--- config.mk ---
export PLATFORM = sky130hd
export DESIGN_NAME = decode_useq
export DESIGN_NICKNAME = d
export VERILOG_FILES = /design/src/rtl/decode_useq.sv
export SDC_FILE = /design/constraint.sdc
export NUM_CORES = 1
export LEC_CHECK = 0
export BUFFER_PORTS_ARGS = -buffer_cell sky130_fd_sc_hd__buf_2
export CAP_MARGIN = 10
export CORE_MARGIN = 2
export CORE_UTILIZATION = 40
export CTS_CLUSTER_SIZE = 14
export DETAILED_ROUTE_END_ITERATION = 10
export SETUP_SLACK_MARGIN = 0.3
export SYNTH_ARGS = -nofsm -noshare
export SYNTH_HDL_FRONTEND = slang
export SYNTH_SLANG_ARGS = --single-unit
--- constraint.sdc ---
create_clock -name clk -period 5.8 [get_ports clk]
set_clock_uncertainty 0.2 [all_clocks]
set_input_delay 1.16 -clock clk [delete_from_list [all_inputs] [get_ports clk]]
set_output_delay 1.16 -clock clk [all_outputs]
set_load 0.02 [all_outputs]
--- src/rtl/decode_useq.sv ---
// Sequential decode stage: one uop per DP/memory/branch instruction, one uop per listed
// register for LDM/STM. Optional feature macro: DECODE_WB_UOP_EN (base-update uop on W=1).
module decode_useq #(
  parameter int NREGS     = 16,
  parameter int ALUCTRL_W = 5,
  localparam int OFF_W    = $clog2(NREGS) + 2
) (
  input  logic                 clk,
  input  logic                 reset,
  input  logic                 flush,
  input  logic                 in_valid,
  output logic                 in_ready,
  input  logic [1:0]           Op,
  input  logic [5:0]           Funct,
  input  logic [3:0]           Rd,
  input  logic [NREGS-1:0]     RegList,
  output logic                 out_valid,
  input  logic                 out_ready,
  output logic                 RegW,
  output logic                 MemW,
  output logic                 MemtoReg,
  output logic                 ALUSrc,
  output logic                 Branch,
  output logic                 PCS,
  output logic                 NoWrite,
  output logic                 IgRn,
  output logic [1:0]           ImmSrc,
  output logic [1:0]           RegSrc,
  output logic [ALUCTRL_W-1:0] ALUControl,
  output logic [1:0]           FlagW,
  output logic [3:0]           UopRd,
  output logic [OFF_W-1:0]     UopOffset,
  output logic                 UopLast,
  output logic                 Undef
);

  localparam logic [4:0] ALU_ADD = 5'b00000;
  localparam logic [4:0] ALU_SUB = 5'b00001;
  localparam logic [4:0] ALU_AND = 5'b00010;
  localparam logic [4:0] ALU_ORR = 5'b00011;
  localparam logic [4:0] ALU_EOR = 5'b00110;
  localparam logic [4:0] ALU_RSB = 5'b01000;
  localparam logic [4:0] ALU_BIC = 5'b10010;

  localparam logic [NREGS-1:0] ONE_L    = NREGS'(1);
  localparam logic [OFF_W-1:0] OFF_STEP = OFF_W'(4);

  typedef enum logic {IDLE, EMIT} state_t;

  typedef struct packed {
    logic             reg_w;
    logic             mem_w;
    logic             mem_to_reg;
    logic             alu_src;
    logic             branch;
    logic             pcs;
    logic             no_write;
    logic             ig_rn;
    logic [1:0]       imm_src;
    logic [1:0]       reg_src;
    logic [4:0]       alu;
    logic [1:0]       flag_w;
    logic [3:0]       rd;
    logic [OFF_W-1:0] off;
    logic             last;
    logic             undef;
  } uop_t;

  state_t           state_r, state_nx_s;
  uop_t             uop_r, dec_s, nxt_s;
  logic             out_valid_r;
  logic [NREGS-1:0] rem_r, rem_nx_s;
  logic             wb_pend_r;
  logic             l_r;
  logic [3:0]       base_r;
  logic             accept_s, handoff_s, multi_s, blk_s, wb_en_s, last_hand_s;

  function automatic logic [3:0] low_idx(input logic [NREGS-1:0] l);
    logic [3:0] r;
    r = 4'd0;
    for (int i = NREGS - 1; i >= 0; i--) begin
      if (l[i]) r = 4'(i);
      else      r = r;
    end
    return r;
  endfunction

  function automatic uop_t with_pcs(input uop_t u);
    uop_t r;
    r = u;
    r.pcs = ((u.rd == 4'd15) & u.reg_w) | u.branch;
    return r;
  endfunction

  function automatic uop_t blk_uop(input logic [3:0] idx, input logic ld,
                                   input logic [OFF_W-1:0] off, input logic last);
    uop_t r;
    r = '0;
    r.mem_w      = ~ld;
    r.reg_w      = ld;
    r.mem_to_reg = ld;
    r.alu_src    = 1'b1;
    r.alu        = ALU_ADD;
    r.imm_src    = 2'b10;
    r.rd         = idx;
    r.off        = off;
    r.last       = last;
    return with_pcs(r);
  endfunction

`ifdef DECODE_WB_UOP_EN
  assign wb_en_s = Funct[1];
`else
  assign wb_en_s = 1'b0;
`endif

  assign blk_s     = (Op == 2'b10) & ~Funct[5];
  assign multi_s   = blk_s & ((|(RegList & (RegList - ONE_L))) | wb_en_s);
  assign in_ready  = (state_r == IDLE) & (~out_valid_r | out_ready) & ~flush;
  assign accept_s  = in_valid & in_ready;
  assign handoff_s = out_valid_r & out_ready;

  // Decode of the incoming instruction into its first (often only) uop
  always_comb begin
    dec_s         = '0;
    dec_s.rd      = Rd;
    dec_s.imm_src = Op;
    dec_s.last    = 1'b1;
    case (Op)
      2'b00: begin
        dec_s.alu_src = Funct[5];
        case (Funct[4:1])
          4'b0000: dec_s.alu = ALU_AND;
          4'b0001: dec_s.alu = ALU_EOR;
          4'b0010: dec_s.alu = ALU_SUB;
          4'b0011: dec_s.alu = ALU_RSB;
          4'b0100: dec_s.alu = ALU_ADD;
          4'b1100: dec_s.alu = ALU_ORR;
          4'b1110: dec_s.alu = ALU_BIC;
          4'b1101: begin dec_s.alu = ALU_ADD; dec_s.ig_rn = 1'b1;    end
          4'b1000: begin dec_s.alu = ALU_AND; dec_s.no_write = 1'b1; end
          4'b1001: begin dec_s.alu = ALU_EOR; dec_s.no_write = 1'b1; end
          4'b1010: begin dec_s.alu = ALU_SUB; dec_s.no_write = 1'b1; end
          4'b1011: begin dec_s.alu = ALU_ADD; dec_s.no_write = 1'b1; end
          default: dec_s.undef = 1'b1;
        endcase
        if (dec_s.undef) begin
          dec_s.flag_w = 2'b00;
          dec_s.reg_w  = 1'b0;
        end else begin
          dec_s.flag_w = {Funct[0], Funct[0] & ~dec_s.alu[1]};
          dec_s.reg_w  = ~dec_s.no_write;
        end
      end
      2'b01: begin
        dec_s.reg_w      = Funct[0];
        dec_s.mem_to_reg = Funct[0];
        dec_s.mem_w      = ~Funct[0];
        dec_s.alu_src    = ~Funct[5];
        dec_s.alu        = Funct[3] ? ALU_ADD : ALU_SUB;
        dec_s.reg_src    = {~Funct[0], 1'b0};
      end
      2'b10: begin
        if (Funct[5]) begin
          dec_s.branch  = 1'b1;
          dec_s.reg_src = 2'b01;
          dec_s.alu_src = 1'b1;
          dec_s.alu     = ALU_ADD;
        end else if (|RegList) begin
          dec_s = blk_uop(low_idx(RegList), Funct[0], {OFF_W{1'b0}}, ~multi_s);
        end else begin
          // empty list: a single uop with no write enables so the instruction still retires
          dec_s.alu_src = 1'b1;
          dec_s.last    = ~wb_en_s;
        end
      end
      default: dec_s.undef = 1'b1;
    endcase
    dec_s = with_pcs(dec_s);
  end

  // Next uop of an in-flight block transfer, taken on each handoff in EMIT
  always_comb begin
    rem_nx_s = rem_r & (rem_r - ONE_L);
    nxt_s    = '0;
    if (|rem_nx_s) begin
      nxt_s = blk_uop(low_idx(rem_nx_s), l_r, uop_r.off + OFF_STEP,
                      ~(|(rem_nx_s & (rem_nx_s - ONE_L))) & ~wb_pend_r);
    end else if (wb_pend_r) begin
      nxt_s.rd      = base_r;
      nxt_s.reg_w   = 1'b1;
      nxt_s.alu_src = 1'b1;
      nxt_s.alu     = ALU_ADD;
      nxt_s.imm_src = 2'b10;
      nxt_s.last    = 1'b1;
      nxt_s.off     = (|rem_r) ? (uop_r.off + OFF_STEP) : {OFF_W{1'b0}};
      nxt_s         = with_pcs(nxt_s);
    end else begin
      nxt_s = '0;
    end
  end

  assign last_hand_s = handoff_s & ~(|rem_nx_s) & ~wb_pend_r;

  // FSM next state; EMIT is held until the final uop of a block is handed off
  always_comb begin
    state_nx_s = state_r;
    case (state_r)
      IDLE: begin
        if (flush)                    state_nx_s = IDLE;
        else if (accept_s & multi_s)  state_nx_s = EMIT;
        else                          state_nx_s = IDLE;
      end
      EMIT: begin
        if (flush)             state_nx_s = IDLE;
        else if (last_hand_s)  state_nx_s = IDLE;
        else                   state_nx_s = EMIT;
      end
      default: state_nx_s = IDLE;
    endcase
  end

  // FSM state register
  always_ff @(posedge clk or posedge reset) begin
    if (reset) state_r <= IDLE;
    else       state_r <= state_nx_s;
  end

  // Uop output registers and block-expansion bookkeeping
  always_ff @(posedge clk or posedge reset) begin
    if (reset) begin
      uop_r       <= '0;
      out_valid_r <= 1'b0;
      rem_r       <= '0;
      wb_pend_r   <= 1'b0;
      l_r         <= 1'b0;
      base_r      <= 4'd0;
    end else if (flush) begin
      out_valid_r <= 1'b0;
      rem_r       <= '0;
      wb_pend_r   <= 1'b0;
    end else if (accept_s) begin
      uop_r       <= dec_s;
      out_valid_r <= 1'b1;
      rem_r       <= blk_s ? RegList : '0;
      wb_pend_r   <= blk_s & wb_en_s;
      l_r         <= Funct[0];
      base_r      <= Rd;
    end else if (handoff_s & (state_r == EMIT)) begin
      if ((|rem_nx_s) | wb_pend_r) begin
        uop_r     <= nxt_s;
        rem_r     <= rem_nx_s;
        wb_pend_r <= wb_pend_r & (|rem_nx_s);
      end else begin
        out_valid_r <= 1'b0;
        rem_r       <= '0;
      end
    end else if (handoff_s) begin
      out_valid_r <= 1'b0;
    end else begin
      out_valid_r <= out_valid_r;
    end
  end

  assign out_valid  = out_valid_r;
  assign RegW       = uop_r.reg_w;
  assign MemW       = uop_r.mem_w;
  assign MemtoReg   = uop_r.mem_to_reg;
  assign ALUSrc     = uop_r.alu_src;
  assign Branch     = uop_r.branch;
  assign PCS        = uop_r.pcs;
  assign NoWrite    = uop_r.no_write;
  assign IgRn       = uop_r.ig_rn;
  assign ImmSrc     = uop_r.imm_src;
  assign RegSrc     = uop_r.reg_src;
  assign ALUControl = ALUCTRL_W'(uop_r.alu);
  assign FlagW      = uop_r.flag_w;
  assign UopRd      = uop_r.rd;
  assign UopOffset  = uop_r.off;
  assign UopLast    = uop_r.last;
  assign Undef      = uop_r.undef;

endmodule

## Word level (Yosys, flattened, before mapping)

Cells that the tools add are included.

- Word-level logic and storage cells: 189
- Input bits: 33
- Register bits after elaboration: 55
- Output and inout port bits: 33

- Bitwise gates (word level): 34
- Muxes and demuxes: 90
- Equal/unequal tests: 18
- Reductions and logical operators: 21
- $add $sub $neg: 4

Operators with widths:

| kind | count |
|---|---|
| 2-to-1 mux 31 bit | 5 |
| 2-to-1 mux 4 bit | 36 |
| 2-to-1 mux 16 bit | 5 |
| OR reduction 16 bit | 5 |
| bitwise AND 16 bit | 3 |
| subtractor 16 x 1 -> 16 bit (second input constant) | 3 |
| == test 4 bit (second input constant) | 11 |
| one-hot mux 5 bit (6 select lines) | 1 |
| 2-to-1 mux 24 bit | 1 |
| 2-to-1 mux 1 bit | 22 |
| bitwise AND 1 bit | 16 |
| one-hot mux 2 bit (2 select lines) | 4 |
| one-hot mux 5 bit (3 select lines) | 1 |
| 2-to-1 mux 14 bit | 1 |
| NOT 1 bit | 12 |
| OR reduction 12 bit | 1 |
| 2-to-1 mux 11 bit | 1 |
| 2-to-1 mux 5 bit | 2 |
| one-hot mux 1 bit (3 select lines) | 3 |
| == test 4 x 2 -> 1 bit (second input constant) | 2 |
| 2-to-1 mux 7 bit | 1 |
| adder 6 x 3 -> 6 bit (second input constant) | 1 |
| 2-to-1 mux 2 bit | 3 |
| 2-to-1 mux 3 bit | 2 |
| 17 further kinds | 25 |

## Longest topological paths before layout

Gate-level depths: netlist of the first run.

- Depth in word-level cells: 28
- Gate-level depth with buffers: 12

## Worst setup path before layout of the first run

No wires, ideal clock.

- Path type: input -> register
- From: in flush
- To: reg uop_r (netlist bit PCS)
- Data required time: 5.523 ns
- Library setup time: 0.077 ns
- Stages on the path: 8
- Buffers on the path: 1
- Data arrival time: 3.288 ns
- Setup slack: 2.235 ns
- Cells stage by stage: clkbuf_1 a211oi_1 nand2_1 or4_1 o31a_1 nor4b_1 a311oi_1 a21oi_1

- Word-level cells in the longest chain between the ends: 5
- Elaborated cells on any way between the ends: 7

Ends and longest elaborated chain:

| element | line | text |
|---|---|---|
| start: declaration | 10 | `input logic flush,` |
| NOT 1 bit (no source line) * | - |  |
| bitwise AND 1 bit * | 119 | `assign in_ready = (state_r == IDLE) & (~out_valid_r \| out_ready) & ~flush;` |
| net in_ready | 12 | `output logic in_ready,` |
| bitwise AND 1 bit * | 120 | `assign accept_s = in_valid & in_ready;` |
| nonzero test 2 bit (no source line) | - |  |
| AND reduction 3 bit (no source line) | - |  |
| end signal: assignment | 243 | `uop_r <= dec_s;` |
| end signal: assignment | 251 | `uop_r <= nxt_s;` |
| end: declaration | 70 | `uop_t uop_r, dec_s, nxt_s;` |

The timed path passes the listed nets; every way through them passes the cells marked *.
A chain may end at the register's enable or synchronous reset.

## Final worst setup path of the first run

- From: reg rem_r[1]
- To: reg uop_r (netlist bit UopLast)

- Word-level cells in the longest chain between the ends: 11
- Elaborated cells on any way between the ends: 15

Ends and longest elaborated chain:

| element | line | text |
|---|---|---|
| start: declaration | 72 | `logic [NREGS-1:0] rem_r, rem_nx_s;` |
| start signal: assignment | 245 | `rem_r <= blk_s ? RegList : '0;` |
| start signal: assignment | 252 | `rem_r <= rem_nx_s;` |
| subtractor 16 x 1 -> 16 bit | 184 | `rem_nx_s = rem_r & (rem_r - ONE_L);` |
| bitwise AND 16 bit * | 184 |  |
| subtractor 16 x 1 -> 16 bit | 188 | `~(\|(rem_nx_s & (rem_nx_s - ONE_L))) & ~wb_pend_r);` |
| bitwise AND 16 bit | 188 |  |
| OR reduction 16 bit | 188 |  |
| NOT 1 bit | 188 |  |
| bitwise AND 1 bit | 188 |  |
| 2-to-1 mux 31 bit | 186 | `if (\|rem_nx_s) begin` |
| 2-to-1 mux 31 bit | 250 | `if ((\|rem_nx_s) \| wb_pend_r) begin` |
| 2-to-1 mux 31 bit | 249 | `end else if (handoff_s & (state_r == EMIT)) begin` |
| 2-to-1 mux 31 bit | 242 | `end else if (accept_s) begin` |

Every way passes the cells marked *; elsewhere a longest branch is shown, timed or not. The select of a mux whose other input is x is not followed.

==> results of run 1 <==
==> state kept, by name (all words and copies together) (netlist names), 2 cells and up <==
| signal | count |
|---|---|
| UopRd | 4 |
| UopOffset | 4 |
| ALUControl | 5 |
| RegSrc | 2 |
| FlagW | 2 |
| rem_r | 16 |
| ImmSrc | 2 |
| base_r | 4 |
==> metrics by stage <==
step                instances  hold WS, ns  power, W
CTS                       649        0.288  0.000911
floorplan                 482        0.268  0.000576
finish                    649        0.287  0.000906
global route              649        0.321  0.000953
detailed placement        641        0.263  0.000654
global placement          641        0.259  0.000653
==> worst reg2reg max path: cells and delay by family, from the launching register on <==
kind	cells	cell delay [ns]
fa+ha+maj	1	0.36
compound gates	2	0.66
flops	1	0.57
simple gates	4	1.89
==> area by class of cell <==
cell class / count / area (um^2) / area share
Clock buffer: 6 / 72.6 / 0.0170
Clock inverter: 2 / 38.8 / 0.00908
Inverter: 23 / 86.3 / 0.0202
Multi-Input combinational cell: 370 / 2250 / 0.526
Sequential cell: 53 / 1330 / 0.311
Tap cell: 129 / 161 / 0.0378
Timing Repair Buffer: 66 / 338 / 0.0791
==> placed cells by master (no fill, tap or decap), types with 3 or more instances in the layout <==
master     count
nor3_1        19
buf_4          3
nor2_1        43
inv_1         22
clkbuf_8       5
nand3_1       18
a21o_1         3
o32ai_1        3
nand2_1       48
a22o_1         5
nor2b_1        3
or4_1          7
a2111oi_0      4
o41ai_1        4
a31oi_1       10
o21ai_1        5
nand2b_1       6
a221oi_1       3
nor4_1         6
ha_1           5
o31ai_1       11
a22oi_1        7
or3_1          6
a211oi_1      10
maj3_1         3
o22ai_1        7
buf_2         63
a21oi_1       25
dfrtp_1       53
nand4b_1       3
nand4_1        5
o21ai_0       47
==> worst paths after layout <==
check / slack, ns / end / start / cells past startpoint
min reg2reg: 0.29 / RegSrc[0] / RegSrc[0] / 2
min in group asynchronous: 0.82 / UopOffset[5] / reset / 3
max in group asynchronous: 4.10 / UopRd[1] / reset / 3
max: 2.04 / UopLast / rem_r[1] / 7
max reg2reg: 2.04 / UopLast / rem_r[1] / 7
min: 0.29 / RegSrc[0] / RegSrc[0] / 2
==> per-layer routing <==
layer,vias up,GRT usage
li1,1876,-
met3,25,0.0301
met5,-,0
met4,0,0.0728
met1,1891,0.335
met2,124,0.355
==> cells by family (layout without fill, tap and decap cells) <==
group | count (synthesis) | count (layout) | synth area share
other cells | 1 | 2 | 0.000979
xor+xnor | 3 | 3 | 0.00686
compound gates | 175 | 175 | 0.312
buf+inv | 59 | 97 | 0.0676
fa+ha+maj | 9 | 9 | 0.0271
flops | 53 | 53 | 0.346
simple gates | 181 | 181 | 0.239
==> power by group through the flow <==
stage / combinational [W] / clock (W) / sequential (W)
floorplan: 0.000131 / 0 / 0.000445
global placement: 0.000220 / 0 / 0.000433
detailed placement: 0.000221 / 0 / 0.000434
CTS: 0.000222 / 0.000262 / 0.000427
global route: 0.000246 / 0.000276 / 0.000431
finish: 0.000224 / 0.000256 / 0.000427
==> key figures, run 1 <==
Floorplanning
  • Die area: 10400 um^2
  • DIE WIDTH: 102 um
  • Initial cell density of the core: 0.412
  • Die Height: 102 um
  • Row count: 35
  • # IOs: 66
  • CORE AREA: 9280 um^2

Worst setup path
  • CP max stage cell: or4_4
  • CP Cell Sequence: or4_4 > or4_4 > maj3_2 > and4b_1 > a31o_2 > nand2_2 > o211a_1
  • Crit path buffers/inverters: 0
  • Crit. End Element: flop
  • Setup Crit Path Kind: flop to flop
  • CP required: 5.82 ns
  • CP Max Fanout: 17
  • Crit path max-delay family: simple AND/OR/NAND/NOR gates
  • Slowest stage delay, CP: 0.69 ns
  • Critical Path Start Type: flop
  • Crit path arrival time: 3.77 ns
  • Crit path top cell by count: or4_4

STA
  • RSZ-0062 raised after global routing: no
  • Slew Viols, Final: 0
  • Final Cycle Share: 0.648
  • Final setup viols: 0
  • Achievable frequency: 266 MHz
  • TNS Setup: 0 ns
  • Worst Max-Slew Pin Slew: 1.20 ns
  • Slew HR: 0.198
  • Setup ws final: 2.04 ns
  • Crit path time final: 3.76 ns
  • Hold Vio Cnt, Final: 0

Yosys
  • Synth Area per Inst: 7.96 um^2
  • Post-synth EDFFs: 0
  • Sequential share of the synthesized area: 0.346
  • Syn Std Cell Area: 3830 um^2
  • Most frequent cells after synthesis: dfrtp_1, nand2_1, o21ai_0, nor2_1, clkbuf_1
  • Synth top area share: 0.346
  • Main flop type after synthesis: dfrtp_1
  • Post-synthesis cell type with the largest combined area: dfrtp_1
  • Largest cells by area after synthesis: dfrtp_1, o21ai_0, nand2_1
  • Asr flop ratio synth: 1.00
  • Mapped Cells: 481
  • Synth unique cells: 71
  • Yosys warnings: 0
  • Most common cell in the netlist: dfrtp_1
  • Synth Register Bits: 53

Power
  • LEAKAGE: 1.81 nW
  • Max VDD drop: 0.121 mV
  • Sequential power share: 0.471
  • Power Density: 212 nW/um^2
  • Switching Share: 0.334
  • Logic pwr share: 0.247
  • Internal Power: 0.000603 W
  • Clock power share: 0.282
  • Sw Pwr: 0.000303 W

GRT
  • GR Overflow Total: 0
  • Number of global-route vias before repair: 3623
  • First-pass GRT wire length: 18800 um
  • Initial antenna violation count: 0
  • Largest net degree at the start of global routing: 54
  • GRT Total Usage: 0.229

Drt
  • M1 WL: 5420 um
  • First DRT Iteration DRCs: 300
  • 1st-pass router iterations: 5
  • Vias: 3916
  • Met2 WL: 5450 um
  • WL final: 11800 um
  • Vias per std cell: 6.03
  • Routed Antenna Nets: 0
  • DR top layer: met4
  • Met3 wire len: 586 um
  • Post-route DRC: 0
  • Routed WL per cell: 18.1 um

Cells and area
  • Nets: 557
  • Post-route cell area: 4270 um^2
  • Layout Area Growth over Synthesis: 11.5%
  • Filler cell count: 976
  • Post-layout util: 0.460
  • # diodes: 0
  • Share of cells above drive strength 1: 0.169

Status
  • Outcome: finished clean

Clock network
  • Root Buffer: clkbuf_8
  • Skew-Pair Late Insertion Delay: 0.31 ns
  • Clock Tree Buf Depth: 2
  • Gates resized, CTS repair: 0
  • TritonCTS Buffers: 5
  • Reg clk slew, reported paths: 0.10 ns
  • Setup bufs post-CTS: 0
  • H-tree depth reported by CTS: 2
  • Clk sink count: 53
  • # hold bufs at CTS: 0
  • CTS tree: built

Run
  • Max Cap Violations: 0

Placed design
  • Hpwl dp: 8670 um
  • DP Worst Slack: 1.96 ns
  • Routability cong.: 0.911
  • Area after DPL: 4160 um^2
  • Port-buffer cells: 63

Worst hold path
  • Hold Path Class: flop to flop
Power figures use the tool's default switching activity.
==> inputs of run 2 (changes only) <==
--- a/config.mk
+++ b/config.mk
@@ -5,6 +5,7 @@
 export SDC_FILE = /design/constraint.sdc
 export NUM_CORES = 1
 export LEC_CHECK = 0
+export ABC_AREA = 1
 export BUFFER_PORTS_ARGS = -buffer_cell sky130_fd_sc_hd__buf_2
 export CAP_MARGIN = 10
 export CORE_MARGIN = 2
==> constraint.sdc (replaced) <==
create_clock -name clk -period 3.27 [get_ports clk]
set_clock_uncertainty 0.2 [all_clocks]
set_input_delay 0.654 -clock clk [delete_from_list [all_inputs] [get_ports clk]]
set_output_delay 0.654 -clock clk [all_outputs]
set_load 0.02 [all_outputs]
==> run 2 against run 1 <==
Against the previous run: worst hold slack worse by 0.015 ns; routed wire length is 13% lower; critical endpoint is now rem_r[12]; final area is 4.1% lower; critical path type is now input pin to flop; critical path depth is 2 higher; clock-buffer cell count is 1 lower; register-to-register slack worse by 1.5 ns.
==> key figures, run 2 <==
Status
  • Outcome: finished clean

Power
  • LEAKAGE: 2.23 nW (+23%)
  • Power Density: 348 nW/um^2 (+64%)
  • Max VDD drop: 0.161 mV (+33%)

Cells and area
  • Post-layout util: 0.474 (+0.0144)
  • Commonest non-fill, non-tap cell in the layout: nand2_1
  • Post-route cell area: 4100 um^2 (-4.1%)
  • Share of cells above drive strength 1: 0.203 (+0.0339)
  • Area occupied by multi-input gates: 1880 um^2 (-16%)
  • Commonest non-fill, non-tap cells in the layout: nand2_1, buf_2, inv_1
  • # diodes: 0 (unchanged)
  • Reg area: 1330 um^2 (unchanged)
  • Layout Area Growth over Synthesis: 15.9%
  • Filler cell count: 925 (-5.2%)
  • Number of flip-flops in the largest register: 16 (unchanged)
  • Nets: 608 (+9.2%)
  • Largest register by flop count: rem_r

Yosys
  • Synth Area per Inst: 7.05 um^2 (-11%)
  • Synth Register Bits: 53 (unchanged)
  • Sequential share of the synthesized area: 0.375 (+0.0289)
  • Mapped Cells: 501 (+4.2%)
  • Post-synthesis cell type with the largest combined area: dfrtp_1
  • Asr flop ratio synth: 1.00 (unchanged)
  • Main flop type after synthesis: dfrtp_1
  • Most frequent cells after synthesis: nand2_1, inv_1, dfrtp_1, nor2_1, o21ai_0
  • Post-synth EDFFs: 0 (unchanged)
  • Synth unique cells: 49 (-31%)
  • Most common cell in the netlist: nand2_1
  • Largest cells by area after synthesis: dfrtp_1, nand2_1, inv_1
  • Yosys warnings: 0 (unchanged)
  • Syn Std Cell Area: 3530 um^2 (-7.7%)
  • Synth top area share: 0.375 (+0.0289)

Worst hold path
  • WHS Path Cells: 2 (unchanged)
  • Hold Path Class: flop to flop
  • Worst hold path endpoint: FlagW[1]
  • HP Start: FlagW[1]

GRT
  • Met1 usage: 0.329 (-0.00613)
  • Met3 usage: 0.0336 (+0.00355)
  • GR Overflow Total: 0 (unchanged)
  • Largest net degree at the start of global routing: 54 (unchanged)
  • Met2 usage: 0.321 (-0.0334)
  • First-pass GRT wire length: 17200 um (-8.8%)
  • Number of global-route vias before repair: 3451 (-4.7%)
  • GRT Total Usage: 0.219 (-0.0108)
  • GRT Max-Usage Layer: met1
  • Initial antenna violation count: 0 (unchanged)

Placed design
  • Port-buffer cells: 63 (unchanged)
  • Area after DPL: 3980 um^2 (-4.4%)
  • DP Worst Slack: 0.197 ns (-1.76 ns)
  • Hpwl dp: 7910 um (-8.7%)
  • Routability cong.: 0.972 (+6.7%)

Clock network
  • Clk sink count: 53 (unchanged)
  • H-tree depth reported by CTS: 2 (unchanged)
  • Skew-Pair Late Insertion Delay: 0.31 ns (about the same)
  • Reg clk slew, reported paths: 0.10 ns (about the same)
  • Clock Tree Buf Depth: 2 (unchanged)
  • # hold bufs at CTS: 0 (unchanged)
  • Root Buffer: clkbuf_8
  • Setup bufs post-CTS: 0 (unchanged)
  • TritonCTS Buffers: 5 (unchanged)
  • CTS tree: built
  • Gates resized, CTS repair: 0 (unchanged)

Drt
  • Vias: 3650 (-6.8%)
  • Routed WL per cell: 15.0 um (-17%)
  • Vias per std cell: 5.38 (-11%)
  • Post-route DRC: 0 (unchanged)
  • Routed Antenna Nets: 0 (unchanged)
  • 1st-pass router iterations: 5 (unchanged)
  • WL final: 10200 um (-13%)
  • First DRT Iteration DRCs: 269 (-10%)

Worst setup path
  • Critical R2R Launch: out_valid
  • Crit. End Element: flop
  • Critical Path Start Type: input pin
  • R2r worst-path depth: 7 (unchanged)
  • Setup Crit Path Kind: input pin to flop
  • CP Max Fanout: 15 (-2)
  • Crit path arrival time: 2.73 ns (-1.04 ns)
  • CP required: 3.28 ns (-2.54 ns)
  • R2R Setup Slk: 0.57 ns (-1.47 ns)
  • Worst R2R End: rem_r[12]

STA
  • Setup ws final: 0.550 ns (-1.49 ns)
  • RSZ-0062 raised after global routing: no
  • Final setup viols: 0 (unchanged)
  • Achievable frequency: 368 MHz
  • TNS Setup: 0 ns (unchanged)
  • Slew HR: 0.388 (+0.190)
  • Final Cycle Share: 0.832
  • Worst Max-Slew Pin Slew: 0.907 ns (-0.291 ns)
  • Crit path time final: 2.72 ns
  • Hold Vio Cnt, Final: 0 (unchanged)
  • Slew Viols, Final: 0 (unchanged)

Floorplanning
  • CORE AREA: 8640 um^2 (-7.0%)
  • DIE WIDTH: 98.0 um (-3.8%)
  • Die area: 9600 um^2 (-7.4%)
  • # IOs: 66 (unchanged)
  • Row count: 34 (-2.9%)
  • Initial cell density of the core: 0.409 (-0.00324)
  • Die Height: 98.0 um (-3.8%)

Run
  • Max Cap Violations: 0 (unchanged)
[run 2: cell count changes after synthesis, moves of 9 or more]
cell      delta
o21ai_0     -13
clkbuf_1    -21
inv_1       +40
nand2_1     +84
nand3_1      +9
nor3_1      -13
[run 2: logic make-up after synthesis]
group / after synthesis / synth area share
and+or+nand+nor: 244 / 0.303
other: 1 / 0.00106
xor gates and xnor gates: 2 / 0.00496
DFF: 53 / 0.375
buffers and inverters: 83 / 0.0970
adders and majority gates: 6 / 0.0205
AOI/OAI and AO/OA: 111 / 0.195
muxes: 1 / 0.00283
[run 2: per-stage QoR]
step | instances | power [W] | hold WS, ns
global route | 679 | 0.00151 | 0.310
CTS | 678 | 0.00144 | 0.280
detailed placement | 670 | 0.00106 | 0.254
global placement | 670 | 0.00105 | 0.253
finish | 679 | 0.00142 | 0.272
floorplan | 502 | 0.000938 | 0.250
[run 2: area by class of cell]
type / count / area share
multi-input combinational: 366 / 0.458
sequential: 53 / 0.324
timing repair buffer: 71 / 0.0916
inverter: 72 / 0.0690
tap: 108 / 0.0330
clock buffer: 5 / 0.0168
clock inverter: 3 / 0.00519
timing repair inverter: 1 / 0.00214
[run 2: how the worst max path moves through the flow]
stage	start	endpoint	cells past startpoint
5_1_grt	Op[0]	PCS	15
3_5_place_dp	Op[0]	PCS	15
4_1_cts	rem_r[0]	ALUSrc	16
6_report	out_ready	rem_r[12]	9
2_1_floorplan	out_ready	rem_r[6]	9
3_3_place_gp	Op[0]	PCS	15
[run 2: power breakdown]
group / internal [W] / switching, W
registers: 0.000701 / 0.0000298
clock network: 0.000152 / 0.000225
logic: 0.0000996 / 0.000215
[run 2: routing by layer]
layer	part of all wire	routed length, um	up-vias
met3	0.061	618	23
met5	0	0	-
met2	0.42	4300	132
li1	-	-	1790
met1	0.49	4960	1705
met4	0.027	279	0
[run 2: worst max-delay path: stages]
cell	delay, ns
buf_2	0.11
inv_1	0.05
a211oi_1	0.27
nand2_1	0.39
nand2_1	0.19
inv_1	0.23
nand2_1	0.15
nand2_1	0.32
o32ai_1	0.36
==> inputs of run 3 (changes only) <==
--- a/config.mk
+++ b/config.mk
@@ -5,7 +5,7 @@
 export SDC_FILE = /design/constraint.sdc
 export NUM_CORES = 1
 export LEC_CHECK = 0
-export ABC_AREA = 1
+export ABC_AREA = 0
 export BUFFER_PORTS_ARGS = -buffer_cell sky130_fd_sc_hd__buf_2
 export CAP_MARGIN = 10
 export CORE_MARGIN = 2
==> constraint.sdc (replaced) <==
create_clock -name clk -period 2.21 [get_ports clk]
set_clock_uncertainty 0.2 [all_clocks]
set_input_delay 0.442 -clock clk [delete_from_list [all_inputs] [get_ports clk]]
set_output_delay 0.442 -clock clk [all_outputs]
set_load 0.02 [all_outputs]
==> run 3 against run 2 <==
Against the previous run: the flow now finishes with violations (setup timing); critical path depth did not move; via count rose by 28%; core utilization rose by 17 points; sequential share of layout area fell by 10 points; final cell count rose by 18%; largest cell class unchanged.
==> key figures, run 3 (synthesis gave the netlist of run 1 again) <==
Status
  • Failing checks: setup timing
  • Outcome: finished with violations

Floorplanning
  • DIE WIDTH: 102 um (+3.9%)
  • # IOs: 66 (unchanged)
  • CORE AREA: 9280 um^2 (+7.5%)
  • Die Height: 102 um (+3.9%)
  • Row count: 35 (+2.9%)
  • Initial cell density of the core: 0.412 (+0.00324)
  • Die area: 10400 um^2 (+8.0%)

STA
  • Slew HR: 0.647 (+0.259)
  • Setup ws final: -0.922 ns (-1.47 ns)
  • Achievable frequency: 319 MHz
  • Worst Max-Slew Pin Slew: 0.529 ns (-0.378 ns)
  • Hold slack: 0.135 ns (-0.137 ns)
  • TNS Setup: -36.39 ns (-36.39 ns)
  • Final setup viols: 45 (+45)
  • Crit path time final: 3.13 ns
  • Final Cycle Share: 1.42
  • Slew Viols, Final: 0 (unchanged)
  • Hold Vio Cnt, Final: 0 (unchanged)
  • RSZ-0062 raised after global routing: yes

Worst setup path
  • Crit path arrival time: 3.12 ns (+0.39 ns)
  • CP required: 2.20 ns (-1.08 ns)
  • Slowest stage delay, CP: 0.54 ns (+0.15 ns)
  • CP Max Fanout: 6 (-9)
  • Critical Path Start Type: flop
  • Crit path top cell by count: or4_4
  • Setup Crit Path Kind: flop to flop
  • CP max stage cell: or4_4
  • CP Cell Sequence: or4_4 > or4_4 > maj3_2 > and4b_1 > buf_6 > a31oi_4 > nand3_1 > a21boi_2 > o32ai_2
  • Crit. End Element: flop

Cells and area
  • Number of flip-flops in the largest register: 16 (unchanged)
  • Largest register by flop count: rem_r
  • Share of cells above drive strength 1: 0.435 (+0.232)
  • Nets: 708 (+16%)
  • Commonest non-fill, non-tap cells in the layout: buf_4, buf_2, dfrtp_1
  • Commonest non-fill, non-tap cell in the layout: buf_4
  • Post-route cell area: 5940 um^2 (+45%)
  • Layout Area Growth over Synthesis: 55.2%
  • Filler cell count: 804 (-13%)
  • # diodes: 0 (unchanged)

Placed design
  • DP Worst Slack: -0.888 ns (-1.08 ns)
  • Hpwl dp: 10600 um (+34%)
  • Port-buffer cells: 63 (unchanged)
  • Area after DPL: 5240 um^2 (+32%)
  • Routability cong.: 0.985 (+1.3%)

Drt
  • Vias: 4663 (+28%)
  • Routed Antenna Nets: 0 (unchanged)
  • 1st-pass router iterations: 5 (unchanged)
  • Routed WL per cell: 18.7 um (+25%)
  • First DRT Iteration DRCs: 314 (+17%)
  • WL final: 14900 um (+47%)
  • Vias per std cell: 5.83 (+8.4%)
  • Post-route DRC: 0 (unchanged)

Clock network
  • Root Buffer: clkbuf_8
  • Clock Tree Buf Depth: 2 (unchanged)
  • Clk sink count: 53 (unchanged)
  • Skew-Pair Late Insertion Delay: 0.31 ns (about the same)
  • Reg clk slew, reported paths: 0.10 ns (about the same)
  • TritonCTS Buffers: 5 (unchanged)
  • H-tree depth reported by CTS: 2 (unchanged)
  • CTS tree: built

Worst hold path
  • Hold Path Class: input pin to flop

Power
  • Power Density: 455 nW/um^2 (+31%)
  • Max VDD drop: 0.423 mV (+160%)
  • LEAKAGE: 2.70 nW (+21%)

GRT
  • GRT Total Usage: 0.291 (+0.0725)
  • First-pass GRT wire length: 23600 um (+37%)
  • Largest net degree at the start of global routing: 22 (-59%)
  • Number of global-route vias before repair: 4551 (+32%)
  • Initial antenna violation count: 0 (unchanged)
  • GR Overflow Total: 0 (unchanged)

Run
  • Max Cap Violations: 0 (unchanged)
## run 3: cell count changes in the layout (fill, tap and decap cells not counted), moves of 11 or more
cell	delta
buf_4	+121
buf_6	+14
inv_1	-40
nand2_1	-87
nand3_1	-15
nor3_1	+11
o21ai_2	+11
## run 3: routing by layer
layer	vias up	track usage	share of wire
met5	-	0	0
met4	0	0.0831	0.022
met3	27	0.0294	0.053
met2	163	0.495	0.50
met1	2287	0.395	0.42
li1	2186	-	-
## run 3: critical path, delay by kind of cell (launching register included)
| kind | cells | cell delay (ns) |
|---|---|---|
| AND/OR/NAND/NOR | 4 | 1.48 |
| flip-flops | 1 | 0.39 |
| adder cells (fa/ha/maj) | 1 | 0.35 |
| AO/OA/AOI/OAI | 3 | 0.44 |
| buffers and inverters | 1 | 0.14 |
## run 3: worst paths after layout
path / from / end / slack, ns / cells after the start
min: Rd[3] / base_r[3] / 0.14 / 3
max in group asynchronous: reset / ALUControl[4] / 0.74 / 4
min in group asynchronous: reset / MemW / 0.52 / 3
min reg2reg: ALUControl[3] / ALUControl[3] / 0.29 / 2
max: rem_r[6] / MemtoReg / -0.92 / 9
max reg2reg: rem_r[6] / MemtoReg / -0.92 / 9
## run 3: what timing repair did
| item | 4_1_cts | 5_1_grt |
|---|---|---|
| gates resized for setup | 56 | 33 |
| gates cloned | 2 | 2 |
| endpoints found under the hold margin | 19 | 0 |
| setup buffers | 14 | 8 |
| hold buffers | 1 | 0 |
| pin swaps | 28 | 16 |
| setup endpoints to repair | 48 | 48 |
## run 3: final cells by class
class	instances	area [um^2]	share of cell area
multi-input combinational	372	2640	0.444
inverter	23	90.1	0.0152
tap	129	161	0.0272
clock inverter	2	13.8	0.00232
sequential	53	1330	0.223
clock buffer	6	82.6	0.0139
timing repair buffer	215	1630	0.274
## run 3: power breakdown
| group | internal, W | switching (W) | total (W) |
|---|---|---|---|
| clock network | 0.000255 | 0.000345 | 0.000601 |
| logic | 0.000457 | 0.000542 | 0.000999 |
| registers | 0.00104 | 0.0000610 | 0.00110 |
## run 3: per-stage QoR
| step | power (W) | util | cells |
|---|---|---|---|
| floorplan | 0.00155 | - | 482 |
| global placement | 0.00192 | 0.565 | 765 |
| detailed placement | 0.00193 | 0.565 | 765 |
| CTS | 0.00264 | 0.616 | 790 |
| global route | 0.00284 | 0.640 | 800 |
| finish | 0.00270 | 0.640 | 800 |
